## config.mk

```make
export PLATFORM = sky130hd
export DESIGN_NAME = id_issue_ctrl
export DESIGN_NICKNAME = d
export VERILOG_FILES = /design/src/rtl/id_issue_ctrl.sv
export SDC_FILE = /design/constraint.sdc
export NUM_CORES = 1
export LEC_CHECK = 0
export BUFFER_PORTS_ARGS = -buffer_cell sky130_fd_sc_hd__buf_2
export CAP_MARGIN = 20
export CORE_MARGIN = 1.5
export CORE_UTILIZATION = 30
export DETAILED_ROUTE_END_ITERATION = 10
export PLACE_DENSITY_LB_ADDON = 0.2
export SLEW_MARGIN = 20
export SYNTH_ARGS = -nofsm -noshare
export SYNTH_HDL_FRONTEND = slang
export SYNTH_SLANG_ARGS = --single-unit
```

## constraint.sdc

```tcl
create_clock -name clk -period 18.02 [get_ports clk]
set_input_delay 2.703 -clock clk [delete_from_list [all_inputs] [get_ports clk]]
set_output_delay 2.703 -clock clk [all_outputs]
set_load 0.1 [all_outputs]
```

## src/rtl/id_issue_ctrl.sv

```systemverilog
// id_issue_ctrl: decode-stage issue controller.
//   Buffers fetched instructions in a DEPTH-entry FIFO, presents the head to
//   decode with a valid/ready handshake, and configures the immediate unit.
// Ports:
//   clk, rst         clock, synchronous active-high reset
//   flush            discard all buffered instructions (redirect)
//   in_valid/in_ready, in_inst, in_pc     IF-side push interface
//   out_valid/out_ready, out_inst, out_pc decode-side pop interface
//   imm_in           head inst[31:7] for the immediate unit
//   imm_type         immediate type select (R=0 I=1 S=2 B=3 U=4 J=5)
//   illegal          head opcode not recognised
//   issued_cnt       number of accepted pops (wrapping)
module id_issue_ctrl #(
    parameter int DEPTH = 2,
    parameter int PTR_W = 1
) (
    input  logic        clk,
    input  logic        rst,
    input  logic        flush,
    input  logic        in_valid,
    input  logic [31:0] in_inst,
    input  logic [31:0] in_pc,
    output logic        in_ready,
    output logic        out_valid,
    input  logic        out_ready,
    output logic [31:0] out_inst,
    output logic [31:0] out_pc,
    output logic [24:0] imm_in,
    output logic [2:0]  imm_type,
    output logic        illegal,
    output logic [31:0] issued_cnt
);

    typedef enum logic [2:0] {
        IMM_R = 3'd0,
        IMM_I = 3'd1,
        IMM_S = 3'd2,
        IMM_B = 3'd3,
        IMM_U = 3'd4,
        IMM_J = 3'd5
    } imm_type_e;

    localparam logic [PTR_W:0] CNT_FULL = (PTR_W+1)'(DEPTH);

    logic [31:0]    mem_inst_q [DEPTH];
    logic [31:0]    mem_pc_q   [DEPTH];
    logic [PTR_W:0] count_q, count_d;
    logic [PTR_W-1:0] wr_ptr_q, wr_ptr_d;
    logic [PTR_W-1:0] rd_ptr_q, rd_ptr_d;
    logic [31:0]    issued_q, issued_d;
    logic           push, pop;
    logic [31:0]    head_inst;
    imm_type_e      head_type;
    logic           head_illegal;

    // Readiness comes from registered count only: a full FIFO refuses a
    // push even when the head is being popped in the same cycle.
    assign in_ready  = (count_q != CNT_FULL);
    assign out_valid = (count_q != '0);
    assign push      = in_valid && in_ready;
    assign pop       = out_valid && out_ready;

    always_comb begin
        count_d  = count_q;
        wr_ptr_d = wr_ptr_q;
        rd_ptr_d = rd_ptr_q;
        issued_d = issued_q;
        if (flush) begin
            count_d  = '0;
            wr_ptr_d = '0;
            rd_ptr_d = '0;
        end else begin
            if (push) begin
                wr_ptr_d = wr_ptr_q + 1'b1;
            end
            if (pop) begin
                rd_ptr_d = rd_ptr_q + 1'b1;
                issued_d = issued_q + 32'd1;
            end
            case ({push, pop})
                2'b10:   count_d = count_q + 1'b1;
                2'b01:   count_d = count_q - 1'b1;
                default: count_d = count_q;
            endcase
        end
    end

    always_ff @(posedge clk) begin
        if (rst) begin
            count_q  <= '0;
            wr_ptr_q <= '0;
            rd_ptr_q <= '0;
            issued_q <= '0;
        end else begin
            count_q  <= count_d;
            wr_ptr_q <= wr_ptr_d;
            rd_ptr_q <= rd_ptr_d;
            issued_q <= issued_d;
        end
    end

    // Storage needs no reset: entries are only observed while counted valid.
    always_ff @(posedge clk) begin
        if (!rst && !flush && push) begin
            mem_inst_q[wr_ptr_q] <= in_inst;
            mem_pc_q[wr_ptr_q]   <= in_pc;
        end
    end

    assign head_inst = mem_inst_q[rd_ptr_q];

    always_comb begin
        head_type    = IMM_R;
        head_illegal = 1'b0;
        case (head_inst[6:0])
            7'b0110011:                         head_type = IMM_R;
            7'b0010011, 7'b0000011, 7'b1100111: head_type = IMM_I;
            7'b0100011:                         head_type = IMM_S;
            7'b1100011:                         head_type = IMM_B;
            7'b0110111, 7'b0010111:             head_type = IMM_U;
            7'b1101111:                         head_type = IMM_J;
            default:                            head_illegal = 1'b1;
        endcase
    end

    assign out_inst   = out_valid ? head_inst : '0;
    assign out_pc     = out_valid ? mem_pc_q[rd_ptr_q] : '0;
    assign imm_in     = out_valid ? head_inst[31:7] : '0;
    assign imm_type   = out_valid ? head_type : IMM_R;
    assign illegal    = out_valid && head_illegal;
    assign issued_cnt = issued_q;

endmodule

```

; Word-level counts from Yosys, hierarchy flattened
; Memories as Yosys holds them, arrays and structs flattened. A register that Yosys moved wholly into a read port is not among the register bits.
; Cells that the tools add are included.
[totals]
ff_bits = 36
mem_bits_rw = 128
out_inout_bits = 127
mem_count = 2
[mem_list]
columns = name, depth, word_bits, rd, rd_ports_with_merged_regs, write_ports, line_no
row1 = mem_inst_q, 2, 32, 1, 1, 1, 45  ; logic [31:0] mem_inst_q [DEPTH];
row2 = mem_pc_q, 2, 32, 1, 1, 1, 46  ; logic [31:0] mem_pc_q [DEPTH];
[classes]
add_sub_neg = 5
n_eq_ne = 12
n_mux = 13
n_bitwise = 1
n_reduce_logical = 14
[op_table]
columns = op, count
row1 = $mux 32, 2
row2 = $add 32x1->32 const B, 1
row3 = $mux 25, 1
row4 = $eq 7x6->1 const B, 3
row5 = $eq 7x7->1 const B, 3
row6 = $pmux 3 s5, 1
row7 = $eq 7x5->1 const B, 2
row8 = $reduce_or 9->1, 1
row9 = $eq 7x2->1 const B, 1
row10 = $mux 1, 7
row11 = $logic_and 1x1->1, 5
row12 = $pmux 2 s2, 1
row13 = $reduce_bool 2->1, 2
row14 = $reduce_or 2->1, 2
row15 = $mux 3, 1
row16 = $reduce_or 3->1, 1
row17 = $add 1x1->1 const B, 2
row18 = $add 2x1->2 const B, 1
row19 = $eq 2x1->1 const B, 1
row20 = $eq 2x2->1 const B, 1
row21 = $logic_not 1->1, 2
row22 = $ne 2x2->1 const B, 1
row23 = $reduce_and 2->1, 1
row24 = $sub 2x1->2 const B, 1
row25 = $not 1->1, 1

; Depth between registers and ports, before layout
; Gate-level depths: netlist of run 1.
[depth]
ltp_word = 5
depth_mapped = 8
ltp_nobuf = 7

; Worst setup path after synthesis of run 1
; OpenSTA, ideal clock, no wires.
[synth_timing]
path_kind = input to register
startpoint = input rst
endpoint = memory mem_inst_q[1][0], enable pin
arrival_ps = 9801
slack_ps = 7552
stages = 3
path_cell_list = clkbuf_1 -> clkbuf_1 -> nor4b_1
[synth_between]
elab_chain_cells = 5
[synth_rtl]
columns = element, line_no
row1 = start: declaration, 18  ; input logic rst,
row2 = $logic_not 1->1, 104  ; if (!rst && !flush && push) begin
row3 = $logic_and 1x1->1 (2 in a row), 104
row4 = $mux 1, 104
row5 = $mux 1 (not written as such), 105  ; mem_inst_q[wr_ptr_q] <= in_inst;
row6 = end: declaration, 45
; Every way passes these cells.

==> results of run 1 <==
-- through the flow --
stage	hold WS, ns	power, mW
after floorplan	0.520	0.539
after global placement	0.480	0.561
after detailed placement	0.501	0.562
after CTS	0.516	0.927
after global routing	0.549	0.949
final	0.519	0.912
-- metal layers --
layer / global-route usage / share of wire / vias up
li1: - / - / 2252
met1: 0.156 / 0.42 / 2290
met2: 0.254 / 0.50 / 142
met3: 0.0479 / 0.065 / 20
met4: 0.0426 / 0.011 / 8
met5: 0 / 0.0033 / -
-- synth_stat cells (11+ instances only) --
master | count | share of area
clkbuf_1 | 16 | 0.0086
dfxtp_1 | 37 | 0.11
mux2i_1 | 62 | 0.089
nor2b_1 | 11 | 0.0099
buf_4 | 25 | 0.027
nor2_1 | 88 | 0.048
a21oi_1 | 15 | 0.011
nand2_1 | 15 | 0.0081
nor4_1 | 14 | 0.013
xnor2_1 | 11 | 0.014
edfxtp_1 | 128 | 0.55
-- registers in the layout (all words and copies together) (netlist names), named ones only --
name,cells
count_q,2
issued_cnt,32
mem_inst_q,64
mem_pc_q,64
rd_ptr_q,1
wr_ptr_q,1
-- cell type report --
| cell class | instances | share of cell area |
|---|---|---|
| sequential | 165 | 0.533 |
| multi-input combinational | 305 | 0.236 |
| timing repair buffer | 199 | 0.117 |
| clock buffer | 18 | 0.0499 |
| tap | 285 | 0.0415 |
| clock inverter | 14 | 0.0183 |
| inverter | 7 | 0.00305 |
-- worst paths after layout --
kind | from | to | slack, ns
worst max-delay path | flip-flop | imm_type[2] | 12.38
worst min register to register | issued_cnt[15]$_SDFFE_PP0P_ | issued_cnt[15]$_SDFFE_PP0P_ | 0.52
worst max register to register | issued_cnt[7]$_SDFFE_PP0P_ | issued_cnt[27]$_SDFFE_PP0P_ | 15.61
worst min-delay path | issued_cnt[15]$_SDFFE_PP0P_ | issued_cnt[15]$_SDFFE_PP0P_ | 0.52
-- logic make-up after synthesis --
family | share of synthesized area
simple gates | 0.128
compound gates | 0.0313
fa+ha+maj | 0.00360
flops | 0.660
xor+xnor | 0.0177
mux | 0.109
buf+inv | 0.0503
-- critical path, stage by stage (launching register included) --
cell and delay, ns:
dfxtp_4 0.34, buf_6 0.63, mux2_2 0.46, nor4_1 0.30, o211ai_1 0.18, nor2_1 0.12, buf_2 0.46
-- placed cells by master, fill, tap and decap left out, types with 7 or more instances in the layout --
master	instances
nand2_1	15
inv_1	7
a21oi_1	15
dfxtp_1	36
nor3_1	9
buf_2	195
nor2b_1	11
xnor2_1	11
mux2i_1	62
nand3_1	10
edfxtp_1	128
nor2_1	87
clkbuf_16	17
o31ai_1	9
or4_1	10
nor4_1	13
mux2_2	10
-- where the power goes --
| part | internal, mW | switching [mW] | total [mW] |
|---|---|---|---|
| Combinational | 0.0207 | 0.113 | 0.134 |
| Sequential | 0.416 | 0.00212 | 0.418 |
| Clock | 0.198 | 0.162 | 0.359 |
==> metrics, run 1 <==
number of max-cap violations=0; crit path DAT=2.94 ns; first-pass GRT wire length=25900 um; Starting Density=0.306; FFs w/ async S/R, synth=0; # fillers=2219; Leakage=3.26 nW; CTS resizes=0; PD cells=106 nW/um2; clk_lat worst skew=0.42 ns; DR vias=4712; design area=8600 um2; WL/cell=16.6 um; share of cells above drive strength 1=0.349; Die ar.=24100 um2; CTS Sinks=165; Final Setup Violations=0; number of global-route vias before repair=4816; Syn Nets=602; Remaining DRCs=0; Rel. slew slack=0.375; Required @ worst endpoint=15.32 ns; Final Wtd Congestion=0.794; WS Path Type=flip-flop to output port; CTS tree=built; status=finished, final reports clean; reg2reg path depth=4; remaining global-route overflow=0; Worst setup SP type=flip-flop; hold_buf cts=0; Rows=55; Overall Global Routing Usage=0.141; distinct cell type count of the synthesized netlist=41; Avg Vias per Cell=4.75; CTS buffer count=17; IO Pins=196; sequential fraction of the synthesis area=0.660; Final nets=766; Post-synth EDFFs=128; storage element area=4590 um2; DIE WIDTH=155 um; post-CTS setup buffer count=0; flops & latches, synth=165; Max VDD drop=53.2 uV; Mapped Avg Cell Area=13.1 um2; Synth warnings=0; setup TNS=0 ns; Reg clk slew, reported paths=0.06 ns; placed cell count=961; largest net degree at the start of global routing=69; final core utilization=0.379; RSZ-0062 raised after global routing=no; final WL=16500 um; total core area=22700 um2; Synth Instances=531; worst min path class=flip-flop to flip-flop; Hold Path Cell Cnt=2; setup ws final=12.38 ns; placed instance area=8010 um2; critical path peak fanout=68; drt first pass iters=4; final hold vios=0; HPWL Detailed=11000 um; Tmin final=5.64 ns; pre-CTS setup slack=12.76 ns; Die Height=155 um; Layout area overhead=23.8%; Pins Over Slew Limit=0; Slew @ Worst Pin=0.938 ns; Clock Skew=0.00946 ns; Fmax=0.177 GHz; post-detailed-route count of antenna-violating nets=0; IO Port Bufs=195; DR iter-0 viols=218; period utilisation layout=0.313; initial antenna violation count=4; Non-Filler Instances=993; Post-Synthesis Cell Area=6950 um2; clk buf depth=2; predominant post-synthesis flop cell=edfxtp_1; Root Buffer=clkbuf_16; area of the multi-input gates=2030 um2; n_diodes=0; crit end category=output port; H-tree levels=4
No activity file was read; power rests on OpenSTA's default activity.
==> run 2: changes to the inputs <==
--- a/config.mk
+++ b/config.mk
@@ -5,6 +5,7 @@
 export SDC_FILE = /design/constraint.sdc
 export NUM_CORES = 1
 export LEC_CHECK = 0
+export ABC_AREA = 1
 export BUFFER_PORTS_ARGS = -buffer_cell sky130_fd_sc_hd__buf_2
 export CAP_MARGIN = 20
 export CORE_MARGIN = 1.5
==> constraint.sdc (replaced) <==
create_clock -name clk -period 4.5 [get_ports clk]
set_input_delay 0.675 -clock clk [delete_from_list [all_inputs] [get_ports clk]]
set_output_delay 0.675 -clock clk [all_outputs]
set_load 0.1 [all_outputs]
==> run 2 against run 1 <==
  * Total power increased to 4.0 times the previous value
  * Highest routed layer unchanged
  * Wire length increased by 6.5%
  * Die area increased by 1.9%
  * Largest power group unchanged
  * Clock power increased to 4.2 times the previous value
==> metrics, run 2 <==
status=finished, final reports clean; critical path peak fanout=45; Clock Skew=0.00906 ns; DR vias=5386; Mapped Avg Cell Area=9.80 um2; Reg clk slew, reported paths=0.07 ns; commonest cells after routing, fill and taps aside=nand2_1, buf_2, edfxtp_1; number of max-cap violations=0; Final Wtd Congestion=0.837; Starting Density=0.303; initial antenna violation count=5; post-CTS setup buffer count=0; most frequent cell after synthesis=nand2_1; IO Pins=196; commonest non-fill, non-tap cell in the layout=nand2_1; period utilisation layout=0.730; Rel. slew slack=0.383; Slew @ Worst Pin=0.924 ns; Root Buffer=clkbuf_16; IO Port Bufs=195; clk_lat worst skew=0.42 ns; CP max stage delay=0.44 ns; distinct cell type count of the synthesized netlist=28; Post-Synthesis Cell Area=7080 um2; number of global-route vias before repair=5151; HPWL Detailed=12000 um; hold_buf cts=0; Avg Vias per Cell=4.38; Remaining DRCs=0; # fillers=2380; final WL=17500 um; crit path DAT=2.61 ns; Synth warnings=0; Worst setup SP type=flip-flop; final hold vios=0; Rows=56; predominant post-synthesis flop cell=edfxtp_1; area of the multi-input gates=2030 um2; Syn Nets=793; Fmax=0.304 GHz; total core area=23300 um2; RSZ-0062 raised after global routing=no; CP dominant cell by count=nand2_1; PD cells=409 nW/um2; Leakage=3.67 nW; Layout area overhead=25.4%; WL/cell=14.3 um; Synth Instances=722; Tmin final=3.28 ns; pre-CTS setup slack=1.32 ns; placed instance area=8270 um2; clk buf depth=2; area leader, netlist=edfxtp_1; largest net degree at the start of global routing=59; post-detailed-route count of antenna-violating nets=0; synth cell count leaders=nand2_1, edfxtp_1, a21oi_1, nor2_1, inv_1; Slowest-stage cell, CP=buf_4; Final Setup Violations=0; H-tree levels=4; storage element area=4590 um2; Required @ worst endpoint=3.83 ns; overall power=3.63 mW; FFs w/ async S/R, synth=0; Die Height=157 um; first-pass GRT wire length=26900 um; Final nets=967; CP Cell Sequence=buf_4 > nand2_1 > nand2_1 > nand2_1 > nor3_1 > nand2_1 > nand2_1 > inv_1 > a21oi_1 > buf_2; Overall Global Routing Usage=0.146; top cells by area, synth=edfxtp_1, nand2_1, dfxtp_1, a21oi_1, nor2_1; DIE WIDTH=157 um; Max VDD drop=212 uV; design area=8870 um2; WS Path Type=flip-flop to output port; DR iter-0 viols=223; CTS Sinks=165; Pins Over Slew Limit=0; remaining global-route overflow=0; Post-synth EDFFs=128; CTS resizes=0; drt first pass iters=4; setup ws final=1.22 ns; setup TNS=0 ns; Die ar.=24500 um2; CTS tree=built; CTS buffer count=17; crit end category=output port; share of cells above drive strength 1=0.272; sequential fraction of the synthesis area=0.648; flops & latches, synth=165; share of the synthesized area in the top cell type=0.543; worst min path class=input pin to flip-flop
==> run 2: changes by cell type after synthesis, sizes merged, moves of 8 or more <==
cell	delta
mux2	-12
mux2i	-62
o31ai	-9
or4	-10
nor2b	-11
nor4	-14
nor2	-12
inv	+47
nand4	+8
nand2	+213
nand3	+16
xnor2	-9
a21oi	+60
==> run 2: final timing paths <==
check,cells after the start,start,to,slack [ns]
min reg2reg,2,wr_ptr_q$_SDFFE_PP0P_,wr_ptr_q$_SDFFE_PP0P_,0.47
max,10,flip-flop,imm_type[0],1.22
min,1,in_inst[13],mem_inst_q[1][13]$_DFFE_PP_,0.44
max reg2reg,8,count_q[0]$_SDFFE_PP0P_,count_q[1]$_SDFFE_PP0P_,2.17
==> run 2: critical path, delay by kind of cell, from the launching register on <==
kind / cells / cell delay [ns]
AOI/OAI and AO/OA: 1 / 0.11
buffers and inverters: 3 / 0.92
DFF: 1 / 0.35
and+or+nand+nor: 6 / 0.81
==> run 2: stage by stage <==
step	util	hold WS [ns]	std cells
after global placement	0.354	0.455	1196
final	0.380	0.442	1229
after detailed placement	0.354	0.458	1196
after global routing	0.380	0.417	1227
after floorplan	-	0.441	722
after CTS	0.380	0.415	1227
==> run 2: kinds of logic (layout without fill, tap and decap cells) <==
family | after synthesis | count (layout) | share of synthesized area
other cells | 0 | 2 | 0
simple gates | 357 | 357 | 0.208
compound gates | 90 | 90 | 0.0651
buf+inv | 103 | 289 | 0.0693
flops | 165 | 165 | 0.648
xor+xnor | 5 | 5 | 0.00619
fa+ha+maj | 2 | 2 | 0.00353
==> run 2: cell type report <==
| class | instances | area share |
|---|---|---|
| clock buffer | 18 | 0.0484 |
| multi-input combinational | 454 | 0.229 |
| inverter | 55 | 0.0233 |
| tap | 319 | 0.0450 |
| timing repair buffer | 203 | 0.118 |
| antenna | 2 | 0.000564 |
| sequential | 165 | 0.517 |
| clock inverter | 13 | 0.0193 |
==> run 2: metal layers <==
metal  global-route usage  wire, um  up-vias
li1                     -         -     2734
met1                0.178      7770     2469
met2                0.247      8400      157
met3               0.0462      1140       20
met4               0.0395       189        6
met5                    0        34        -
==> run 2: power breakdown <==
part / leakage (nW) / internal [mW] / switching, mW
Clock: 0.289 / 0.882 / 0.613
Combinational: 1.92 / 0.0694 / 0.389
Sequential: 1.46 / 1.67 / 0.00646
Total: 3.67 / 2.62 / 1.01
==> run 3: changes to the inputs <==
--- a/config.mk
+++ b/config.mk
@@ -5,7 +5,7 @@
 export SDC_FILE = /design/constraint.sdc
 export NUM_CORES = 1
 export LEC_CHECK = 0
-export ABC_AREA = 1
+export ABC_AREA = 0
 export BUFFER_PORTS_ARGS = -buffer_cell sky130_fd_sc_hd__buf_2
 export CAP_MARGIN = 20
 export CORE_MARGIN = 1.5
==> constraint.sdc (replaced) <==
create_clock -name clk -period 2.8 [get_ports clk]
set_input_delay 0.42 -clock clk [delete_from_list [all_inputs] [get_ports clk]]
set_output_delay 0.42 -clock clk [all_outputs]
set_load 0.1 [all_outputs]
==> run 3 against run 2 <==
  * Sequential cell count unchanged
  * Count of clock-buffer cells in the layout down 1
  * First-iteration DRC count down 15%
  * Clock power up 47%
  * Register-to-register slack worse by 1.8 ns
  * Largest power group unchanged
  * Wire length down 5.0%
  * Clock skew down 0.00078 ns
  * Sequential share of layout area down 1.2 points
  * Highest routed layer unchanged
  * Die area down 1.8%
  * Hold slack worse by 0.25 ns
  * Critical endpoint is now illegal
  * Non-clock buffer count up 6
  * Sequential power up 62%
==> metrics, run 3 (synthesis gave the netlist of run 1 again) <==
period utilisation layout=0.906; total core area=22700 um2; initial antenna violation count=5; Max VDD drop=301 uV; final WL=16700 um; worst min path class=input pin to flip-flop; Rows=55; Fmax=0.394 GHz; placed instance area=8440 um2; final hold vios=0; overall power=5.83 mW; reg2reg path depth=4; Crit path buffers/inverters=2; largest net degree at the start of global routing=51; critical path peak fanout=6; WL/cell=16.6 um; drt first pass iters=5; Pins Over Slew Limit=0; crit end category=output port; Non-Filler Instances=1004; CP Cell Sequence=buf_12 > mux2i_2 > nor4_1 > o211ai_1 > o211a_1 > buf_12; Overall Global Routing Usage=0.142; Tmin final=2.54 ns; DR iter-0 viols=189; status=finished, final reports clean; remaining global-route overflow=0; Die Height=155 um; HPWL Detailed=11200 um; Levels on crit path=6; CTS tree=built; crit-path leading delay family=compound AO/OA/AOI/OAI gates; WS Path Type=flip-flop to output port; Clock Skew=0.00828 ns; design area=9080 um2; Hold Path Cell Cnt=1; Required @ worst endpoint=2.38 ns; pre-CTS setup slack=0.433 ns; Slowest-stage cell, CP=dfxtp_4; placed cell count=967; final core utilization=0.400; Avg Vias per Cell=4.73; DR vias=4752; hold_buf cts=0; Die ar.=24100 um2; post-detailed-route count of antenna-violating nets=0; IO Pins=196; H-tree levels=4; Root Buffer=clkbuf_16; CP max stage delay=0.43 ns; Remaining DRCs=0; first-pass GRT wire length=26000 um; Layout area overhead=30.8%; setup ws final=0.263 ns; crit path DAT=2.12 ns; Final nets=776; commonest non-fill, non-tap cell in the layout=buf_2; DIE WIDTH=155 um; IO Port Bufs=195; Leakage=3.35 nW; share of cells above drive strength 1=0.439; Worst setup SP type=flip-flop; Final Setup Violations=0; Final Wtd Congestion=0.835; number of max-cap violations=0; clk_lat worst skew=0.41 ns; clk buf depth=2; PD cells=641 nW/um2; Starting Density=0.306; RSZ-0062 raised after global routing=no; CP dominant cell by count=buf_12; # fillers=2171; CTS buffer count=17; commonest cells after routing, fill and taps aside=buf_2, edfxtp_1, mux2i_1; Reg clk slew, reported paths=0.06 ns; number of global-route vias before repair=4797; CTS Sinks=165; Slew @ Worst Pin=0.646 ns; Rel. slew slack=0.569
## run 3: per-stage QoR
| stage | hold slack (ns) | setup TNS [ns] |
|---|---|---|
| global placement | 0.485 | 0 |
| detailed placement | 0.498 | 0 |
| floorplan | 0.519 | -86.75 |
| finish | 0.190 | 0 |
| CTS | 0.164 | 0 |
| global route | 0.162 | 0 |
## run 3: metal layers
metal  routed length (um)  GRT usage  vias to the layer above
met5                   27          0                        -
met4                  151     0.0422                        4
met3                 1250     0.0546                       15
met2                 8230      0.239                      155
met1                 7010      0.168                     2306
li1                     -          -                     2272
## run 3: layout make-up
class,count,area (um2),share of cell area
Multi-Input combinational cell,305,2300,0.254
Clock buffer,17,425,0.0468
Antenna cell,2,5.00,0.000551
Sequential cell,165,4590,0.505
Clock inverter,14,129,0.0142
Timing Repair Buffer,209,1250,0.137
Inverter,7,26.3,0.00289
Tap cell,285,357,0.0393
## run 3: path summary, 6_finish.rpt
path	startpoint	slack, ns	endpoint
setup / recovery	flip-flop	0.26	illegal
hold / removal	in_pc[27]	0.19	mem_pc_q[1][27]$_DFFE_PP_
setup reg to reg	issued_cnt[12]$_SDFFE_PP0P_	0.41	issued_cnt[25]$_SDFFE_PP0P_
hold reg to reg	issued_cnt[15]$_SDFFE_PP0P_	0.51	issued_cnt[15]$_SDFFE_PP0P_
## run 3: power breakdown
group	total (mW)	switching, mW	internal [mW]
Combinational	0.941	0.765	0.176
Sequential	2.70	0.0156	2.68
Clock	2.19	0.963	1.23
Total	5.83	1.74	4.08
## run 3: what timing repair did
action | 4_1_cts | 5_1_grt
setup endpoints to repair | 2 | 2
resized for setup | 1 | 2
cloned | 1 | 0
buffers inserted | 0 | 3
